===== src/rtl/mbed_tx_framer.sv =====
// Buffers samples, tags them with a 16-bit sequence number and hands {seq, sample} words to the SPI master.
// MBED_RDY rise to SPI_ENA is 4 edges; one burst of up to BURST_LEN words per ready assertion, paced by FIN.
module mbed_tx_framer #(
  parameter int FIFO_DEPTH = 16,
  parameter int BURST_LEN  = 8,
  parameter int TIMEOUT    = 4096,
  localparam int LW        = $clog2(FIFO_DEPTH) + 1
) (
  input  logic          SYS_CLK,
  input  logic          RST_N,
  input  logic [15:0]   SAMPLE,
  input  logic          SAMPLE_VALID,
  input  logic          MBED_RDY,
  input  logic          SPI_FIN,
  output logic          SPI_ENA,
  output logic [31:0]   SPI_DATA,
  output logic [LW-1:0] FIFO_LEVEL,
  output logic          BUSY,
  output logic          OVERFLOW,
  output logic          TIMEOUT_ERR
);

  localparam int AW = $clog2(FIFO_DEPTH);
  localparam int BW = $clog2(BURST_LEN + 1);
  localparam int TW = $clog2(TIMEOUT);

  typedef enum logic [1:0] {IDLE, LOAD, SEND, DONE} state_t;

  state_t          state, state_nxt;
  logic            rdy_m, rdy_s;
  logic            fin_q, fin_rise;
  logic [15:0]     seq;
  logic [BW-1:0]   burst_cnt, burst_inc;
  logic [TW-1:0]   tmo_cnt;
  logic            tmo_hit;

  logic [15:0]     mem [FIFO_DEPTH];
  logic [AW-1:0]   wr_ptr, rd_ptr;
  logic            fifo_full, fifo_empty;
  logic            wr_ok, pop, drop;

  // A full FIFO still accepts a write when the head leaves in the same cycle.
  assign fifo_full  = FIFO_LEVEL == LW'(FIFO_DEPTH);
  assign fifo_empty = FIFO_LEVEL == '0;
  assign pop        = (state == LOAD) && !fifo_empty;
  assign wr_ok      = SAMPLE_VALID && (!fifo_full || pop);
  assign drop       = SAMPLE_VALID && !wr_ok;

  assign fin_rise  = SPI_FIN & ~fin_q;
  assign burst_inc = burst_cnt + BW'(1);
  assign tmo_hit   = tmo_cnt == TW'(TIMEOUT - 1);
  assign BUSY      = state != IDLE;

  always_ff @(posedge SYS_CLK or negedge RST_N) begin
    if (!RST_N) begin
      wr_ptr     <= '0;
      rd_ptr     <= '0;
      FIFO_LEVEL <= '0;
    end else begin
      if (wr_ok) wr_ptr <= wr_ptr + AW'(1);
      if (pop)   rd_ptr <= rd_ptr + AW'(1);
      if (wr_ok && !pop)
        FIFO_LEVEL <= FIFO_LEVEL + LW'(1);
      else if (!wr_ok && pop)
        FIFO_LEVEL <= FIFO_LEVEL - LW'(1);
    end
  end

  always_ff @(posedge SYS_CLK) begin
    if (wr_ok) mem[wr_ptr] <= SAMPLE;
  end

  always_comb begin
    state_nxt = state;
    case (state)
      IDLE: if (rdy_s && !fifo_empty) state_nxt = LOAD;
      LOAD: state_nxt = SEND;
      SEND: begin
        // A FIN arriving on the last timeout cycle still completes the word.
        if (fin_rise)
          state_nxt = (burst_inc == BW'(BURST_LEN) || fifo_empty) ? DONE : LOAD;
        else if (tmo_hit)
          state_nxt = DONE;
      end
      DONE: if (!rdy_s) state_nxt = IDLE;
      default: state_nxt = IDLE;
    endcase
  end

  always_ff @(posedge SYS_CLK or negedge RST_N) begin
    if (!RST_N) begin
      state       <= IDLE;
      rdy_m       <= 1'b0;
      rdy_s       <= 1'b0;
      fin_q       <= 1'b0;
      seq         <= '0;
      burst_cnt   <= '0;
      tmo_cnt     <= '0;
      SPI_ENA     <= 1'b0;
      SPI_DATA    <= '0;
      OVERFLOW    <= 1'b0;
      TIMEOUT_ERR <= 1'b0;
    end else begin
      state   <= state_nxt;
      rdy_m   <= MBED_RDY;
      rdy_s   <= rdy_m;
      fin_q   <= SPI_FIN;
      SPI_ENA <= state_nxt == SEND;

      if (state == IDLE && state_nxt == LOAD)
        burst_cnt <= '0;
      else if (state == SEND && fin_rise)
        burst_cnt <= burst_inc;

      if (pop) begin
        SPI_DATA <= {seq, mem[rd_ptr]};
        seq      <= seq + 16'd1;
      end

      if (state != SEND)
        tmo_cnt <= '0;
      else if (!tmo_hit)
        tmo_cnt <= tmo_cnt + TW'(1);

      if (drop)
        OVERFLOW <= 1'b1;
      if (state == SEND && !fin_rise && tmo_hit)
        TIMEOUT_ERR <= 1'b1;
    end
  end

endmodule


===== config.mk =====
export PLATFORM = sky130hd
export DESIGN_NAME = mbed_tx_framer
export DESIGN_NICKNAME = d
export VERILOG_FILES = /design/src/rtl/mbed_tx_framer.sv
export SDC_FILE = /design/constraint.sdc
export NUM_CORES = 1
export LEC_CHECK = 0
export BUFFER_PORTS_ARGS = -buffer_cell sky130_fd_sc_hd__buf_2
export CORE_MARGIN = 3
export CORE_UTILIZATION = 61
export CTS_CLUSTER_SIZE = 30
export DETAILED_ROUTE_END_ITERATION = 6
export HOLD_SLACK_MARGIN = 0.12
export PLACE_DENSITY_LB_ADDON = 0.3
export RECOVER_POWER = 25
export SYNTH_ARGS = -nofsm -noshare
export SYNTH_HDL_FRONTEND = slang
export SYNTH_SLANG_ARGS = --single-unit

===== constraint.sdc =====
create_clock -name SYS_CLK -period 3.6 [get_ports SYS_CLK]
set_input_delay 0.18 -clock SYS_CLK [delete_from_list [all_inputs] [get_ports SYS_CLK]]
set_output_delay 0.18 -clock SYS_CLK [all_outputs]
set_load 0.005 [all_outputs]

# Word-level counts from Yosys, hierarchy flattened
# Memories as Yosys holds them, arrays and structs flattened. A register that Yosys moved wholly into a read port is not among the register bits.
# Cells that the tools add are included.
dict set report totals {
  ramBits 256
  output_inout_bits 41
  n_memories 1
  elab_cells 71
  reg_bits 85
  in_bits 21
}
# memory words width read_ports rd_clocked_by_memory_dff wr line
set mem_list {}
lappend mem_list {mem 16 16 1 1 1 37} ;# logic [15:0] mem [FIFO_DEPTH];
dict set report op_classes {
  addsub 7
  eq_ne 10
  mux 14
  n_bitwise 2
  n_reduce_logical 23
}
# cell n
set ops {}
lappend ops {{two-way mux 12 bit} 2}
lappend ops {{adder 16 x 1 -> 16 bit (second input constant)} 1}
lappend ops {{adder 12 x 1 -> 12 bit (second input constant)} 1}
lappend ops {{adder 4 x 1 -> 4 bit (second input constant)} 3}
lappend ops {{equality test 12 bit (second input constant)} 1}
lappend ops {{logical AND 1 bit} 10}
lappend ops {{two-way mux 2 bit} 5}
lappend ops {{two-way mux 5 bit} 2}
lappend ops {{two-way mux 4 bit} 2}
lappend ops {{case mux 2 bit (4 select lines)} 1}
lappend ops {{equality test 2 bit (second input constant)} 3}
lappend ops {{logical NOT 1 bit} 6}
lappend ops {{nonzero test 2 bit} 3}
lappend ops {{adder 5 x 1 -> 5 bit (second input constant)} 1}
lappend ops {{equality test 5 bit (second input constant)} 1}
lappend ops {{logical NOT 5 bit} 1}
lappend ops {{subtractor 5 x 1 -> 5 bit (second input constant)} 1}
lappend ops {{equality test 2 x 1 -> 1 bit (second input constant)} 2}
lappend ops {{equality test 4 bit (second input constant)} 1}
lappend ops {{logical NOT 2 bit} 1}
lappend ops {{logical OR 1 bit} 2}
lappend ops {{two-way mux 1 bit} 2}
lappend ops {{inequality test 2 x 1 -> 1 bit (second input constant)} 1}
lappend ops {{inequality test 2 bit (second input constant)} 1}
lappend ops {{2 further kinds} 2}

# Longest topological paths before layout
dict set report logic_depth {
  word_depth 9
  depth_mapped 13
  ltp_nobuf 10
}

# Worst setup path before layout
# Ideal clock, no wire load.
dict set report synth_timing {
  path_kind {reg2reg}
  startpoint {register FIFO_LEVEL[0]}
  endpoint {register FIFO_LEVEL[4]}
  path_buffers 2
  path_slack_ps 671
  synth_period_minus_slack_ps 2929
  setup_ps 80
  stages_incl_launch_ff 13
  t_arrival_ps 2849
  required_ps 3520
  cell_sequence {dfrtp_1 nor4_1 a21oi_2 inv_2 buf_6 buf_6 ha_1 inv_1 fa_1 a21o_1 a21oi_1 mux2i_1 xnor2_1}
}
dict set report synth_via {
  elab_chain_cells 8
  elab_cells_between_ends 16
  cone_classes {2 x add/sub; 1 x eq/ne; 2 x mux; 11 x reduce/logical}
}
# element line
set synth_rtl {}
lappend synth_rtl {{from (decl)} 17} ;# output logic [LW-1:0] FIFO_LEVEL,
lappend synth_rtl {{from (signal assigned)} 63} ;# FIFO_LEVEL <= FIFO_LEVEL + LW'(1);
lappend synth_rtl {{from (signal assigned)} 65} ;# FIFO_LEVEL <= FIFO_LEVEL - LW'(1);
lappend synth_rtl {{parallel branches: the longest is 8 deep, another holds subtractor 5 x 1 -> 5 bit} -}
# Several ways; the timed one is not identified. The select of a mux whose other input is x is not followed.
# A chain may end at the register's enable or synchronous reset.

# Worst setup path after layout
# Same ends and word-level chain as after synthesis.

==> impl_metrics.csv <==
group,metric,value,unit
status,run_status,"finished clean",
timing,finalHoldViolCount,0,
pwr,peakVddDrop,464,µV
timing,min_period_over_period,86.6,%
place,placedCellCount,1078,
worst_setup_path,cp_max_fo,10,
die,initial_core_util,63.3,%
worst_setup_path,cp-start-kind,"register",
worst_hold_path,hp-class,"in -> reg",
timing,period_minus_slack,3.12,ns
worst_setup_path,worst_r2r_endpoint,"FIFO_LEVEL[4]$_DFFE_PN0P_",
yosys,synth_edf_count,256,
route,avgViaCountPerCell,6.36,
route,drcViolationCount,0,
timing,setup_tns,0,ns
layout,antenna_cells,0,
worst_setup_path,slowest_delay,0.59,ns
worst_hold_path,min_from,"MBED_RDY",
yosys,synthXorXnorAreaFrac,1.94,%
clock_tree,cts_buffers,36,
worst_setup_path,path_class,"reg -> reg",
route,first_pass_iters,5,
yosys,synth_cell_types,60,
route,finalWirelength,28900,µm
worst_setup_path,crit_cells,9,
timing,rsz0062_at_grt,"false",
clock_tree,cts_tree,"built",
clock_tree,cts.sinks,341,
yosys,synth_top_family_by_area,"multiplexers",
global_route,grt_max_degree,86,
yosys,yosysSeqAreaShare,72.4,%
global_route,gr-total-overflow,0,
timing,fin_worst_skew,0.0260,ns
yosys,synth.avg_cell_area,17.8,µm²
yosys,synthAdderAreaFrac,1.26,%
timing,setup_viol,0,
clock_tree,hold_buffers,20,
layout,final_common_cell,"edfxtp_1",
global_route,grt_util_met2,41.4,%
global_route,grt_pass1_wl,45200,µm
die,die_h,155,µm
clock_tree,clkTransAtPathRegs,0.06,ns
yosys,syn_area,0.0136,mm²
yosys,postSynthCellCount,760,
worst_setup_path,r2r_start,"FIFO_LEVEL[0]$_DFFE_PN0P_",
global_route,grt_antenna_before_repair,0,
yosys,async_flop_share,24.9,%
route,antenna_left,0,
yosys,synth-simple-area-share,6.33,%
yosys,synth_compound_area_share,3.08,%
timing,finalMaxSlewViolations,0,
layout,fin_cells,1163,
yosys,synth_ff_type,"edfxtp_1",
worst_setup_path,path_common_cell,"ha_1",
route,wl_per_cell,24.8,µm
clock_tree,cts_setup_buffers,0,
clock_tree,clk_latency,0.53,ns
route,vias,7399,
worst_setup_path,crit_chain,"or4_4 > o31a_1 > ha_1 > inv_1 > ha_1 > a21o_1 > a21oi_1 > mux2i_1 > xnor2_1",
layout,finalNetCount,895,
layout,synthToLayoutAreaGrowth,15.0,%
yosys,syn_nets,794,
die,die_w,155,µm
global_route,met1_usage,34.0,%
worst_setup_path,cp_slowest_cell,"or4_4",
die,coreArea,0.0214,mm²
job,maxCapViolations,0,
clock_tree,cts_resized,0,
global_route,first_global_vias,7721,
yosys,ys_ff_latch,341,
die,pin_count,62,
timing,relSlewSlack,17.4,%
layout,fill_cells,1240,
worst_setup_path,worst_setup_path_end_kind,"register",
yosys,synth_mux_area_share,13.2,%
pwr,power_density,774,mW/mm²
worst_setup_path,crit_arrival,3.54,ns
place,numPortBuffers,61,
worst_setup_path,path_buf_inv,1,
global_route,grt_usage,24.7,%
clock_tree,htree_levels,2,
worst_setup_path,crit_family,"compound AO/OA/AOI/OAI gates",
worst_hold_path,min_path_cells,2,
timing,tightest_slew,1.24,ns
clock_tree,root_buffer,"clkbuf_16",
clock_tree,ctsLongestPathBuffers,3,
worst_hold_path,hold_path_end,"rdy_m$_DFF_PN0_",
timing,timing.hold.ws,0.319,ns
place,place_congestion,0.801,
yosys,yosysWarnings,0,
layout,most-common-layout-cells,"256 x edfxtp_1, 93 x nand2_1, 82 x dfrtp_1",
global_route,busiest_layer,"met2",
route,drt_iter0_drc,715,
die,rows,53,
worst_setup_path,required,4.02,ns
layout,drive_gt1_share,22.5,%
place,dp.final_hpwl,16100,µm
global_route,use_met3,3.42,%
timing,max_freq,321,MHz
worst_setup_path,rrSetupSlack,0.48,ns
die,die_area,0.0240,mm²
worst_setup_path,r2r_cells,9,
pwr,leakagePower,5.69,nW
## worst register-to-register path, delay by kind of cell, from the launching register on
| family | cells | cell delay (ns) |
|---|---|---|
| AND/OR/NAND/NOR | 1 | 0.59 |
| adder cells (fa/ha/maj) | 2 | 0.58 |
| buffers and inverters | 1 | 0.16 |
| AO/OA/AOI/OAI | 3 | 0.82 |
| XOR/XNOR | 1 | 0.15 |
| flip-flops | 1 | 0.46 |
| multiplexers | 1 | 0.26 |
## metrics by stage
step	util, %	area [µm²]	power, mW	worst slack, ns
final	72.7	15600	12.1	0.483
after global routing	72.7	15600	12.6	0.417
after CTS	72.8	15600	12.1	0.516
after detailed placement	66.0	14100	8.21	0.566
after global placement	66.0	14100	8.04	0.700
after floorplan	-	13600	7.31	0.671
## state kept, by name, summed over array words and instances (netlist names)
signal and cells:
SPI_ENA 1, seq 16, rdy_s 1, rd_ptr 4, SPI_DATA 32, wr_ptr 4, fin_q 1, TIMEOUT_ERR 1
FIFO_LEVEL 5, burst_cnt 4, tmo_cnt 12, state 2, mem 256, rdy_m 1, OVERFLOW 1
## power breakdown
group          switching (mW)  internal [mW]
clock                    1.51           2.34
combinational            1.53           1.38
sequential              0.495           4.80
total                    3.54           8.53
## how the worst max path moves through the flow
| stage | to | startpoint | slack, ns |
|---|---|---|---|
| floorplan | FIFO_LEVEL[4]$_DFFE_PN0P_ | FIFO_LEVEL[0]$_DFFE_PN0P_ | 0.67 |
| CTS | FIFO_LEVEL[4]$_DFFE_PN0P_ | FIFO_LEVEL[0]$_DFFE_PN0P_ | 0.52 |
| global placement | FIFO_LEVEL[4]$_DFFE_PN0P_ | FIFO_LEVEL[0]$_DFFE_PN0P_ | 0.70 |
| global route | FIFO_LEVEL[4]$_DFFE_PN0P_ | FIFO_LEVEL[0]$_DFFE_PN0P_ | 0.42 |
| detailed placement | FIFO_LEVEL[4]$_DFFE_PN0P_ | FIFO_LEVEL[0]$_DFFE_PN0P_ | 0.57 |
| finish | FIFO_LEVEL[4]$_DFFE_PN0P_ | FIFO_LEVEL[0]$_DFFE_PN0P_ | 0.48 |
## cells by family (layout without fill, tap and decap cells)
family          Yosys count  in the layout
xor+xnor                 30             30
mux                      99             99
fa+ha+maj                13             13
simple gates            177            177
buf+inv                  46            174
compound gates           54             54
flops                   341            341
## cell type report
class | count | area (µm²) | share of cell area, %
tap | 275 | 344 | 2.21
sequential | 341 | 9820 | 63.0
clock inverter | 20 | 223 | 1.43
timing repair buffer | 94 | 598 | 3.84
inverter | 15 | 56.3 | 0.361
clock buffer | 45 | 1040 | 6.66
multi-input combinational | 373 | 3500 | 22.5
## synthesized netlist by cell type, types with 2 or more instances
master    number  share of area (%)
edfxtp_1     256                 57
nand2_1       93                2.6
dfrtp_1       85                 16
mux4_2        64                 11
mux2i_1       34                2.5
nor2_1        20               0.55
xnor2_1       20                1.3
o221ai_1      16                1.0
inv_1         14               0.39
ha_1          12                1.1
and2_1        11               0.51
nand4_1       11               0.51
buf_2         10               0.37
clkbuf_1      10               0.28
xor2_1        10               0.65
nand3_1        7               0.26
o21ai_0        7               0.26
a21oi_1        6               0.22
buf_6          5               0.42
nand2b_1       5               0.23
nor3_1         5               0.18
and3_1         4               0.18
a211oi_1       3               0.17
a31oi_1        3               0.14
buf_1          3              0.083
buf_4          3               0.17
o311ai_0       3               0.19
a311oi_1       2               0.13
a31o_2         2               0.13
and4_1         2               0.13
nor2b_1        2              0.092
nor4_1         2              0.092
o41ai_1        2               0.13
or3_1          2              0.092
## routing by layer
metal / vias up / routed length, µm
met5: - / 0
met4: 0 / 886
met3: 70 / 2030
met2: 339 / 14700
met1: 3829 / 11300
li1: 3161 / -
(Power assumes the default switching activity.)
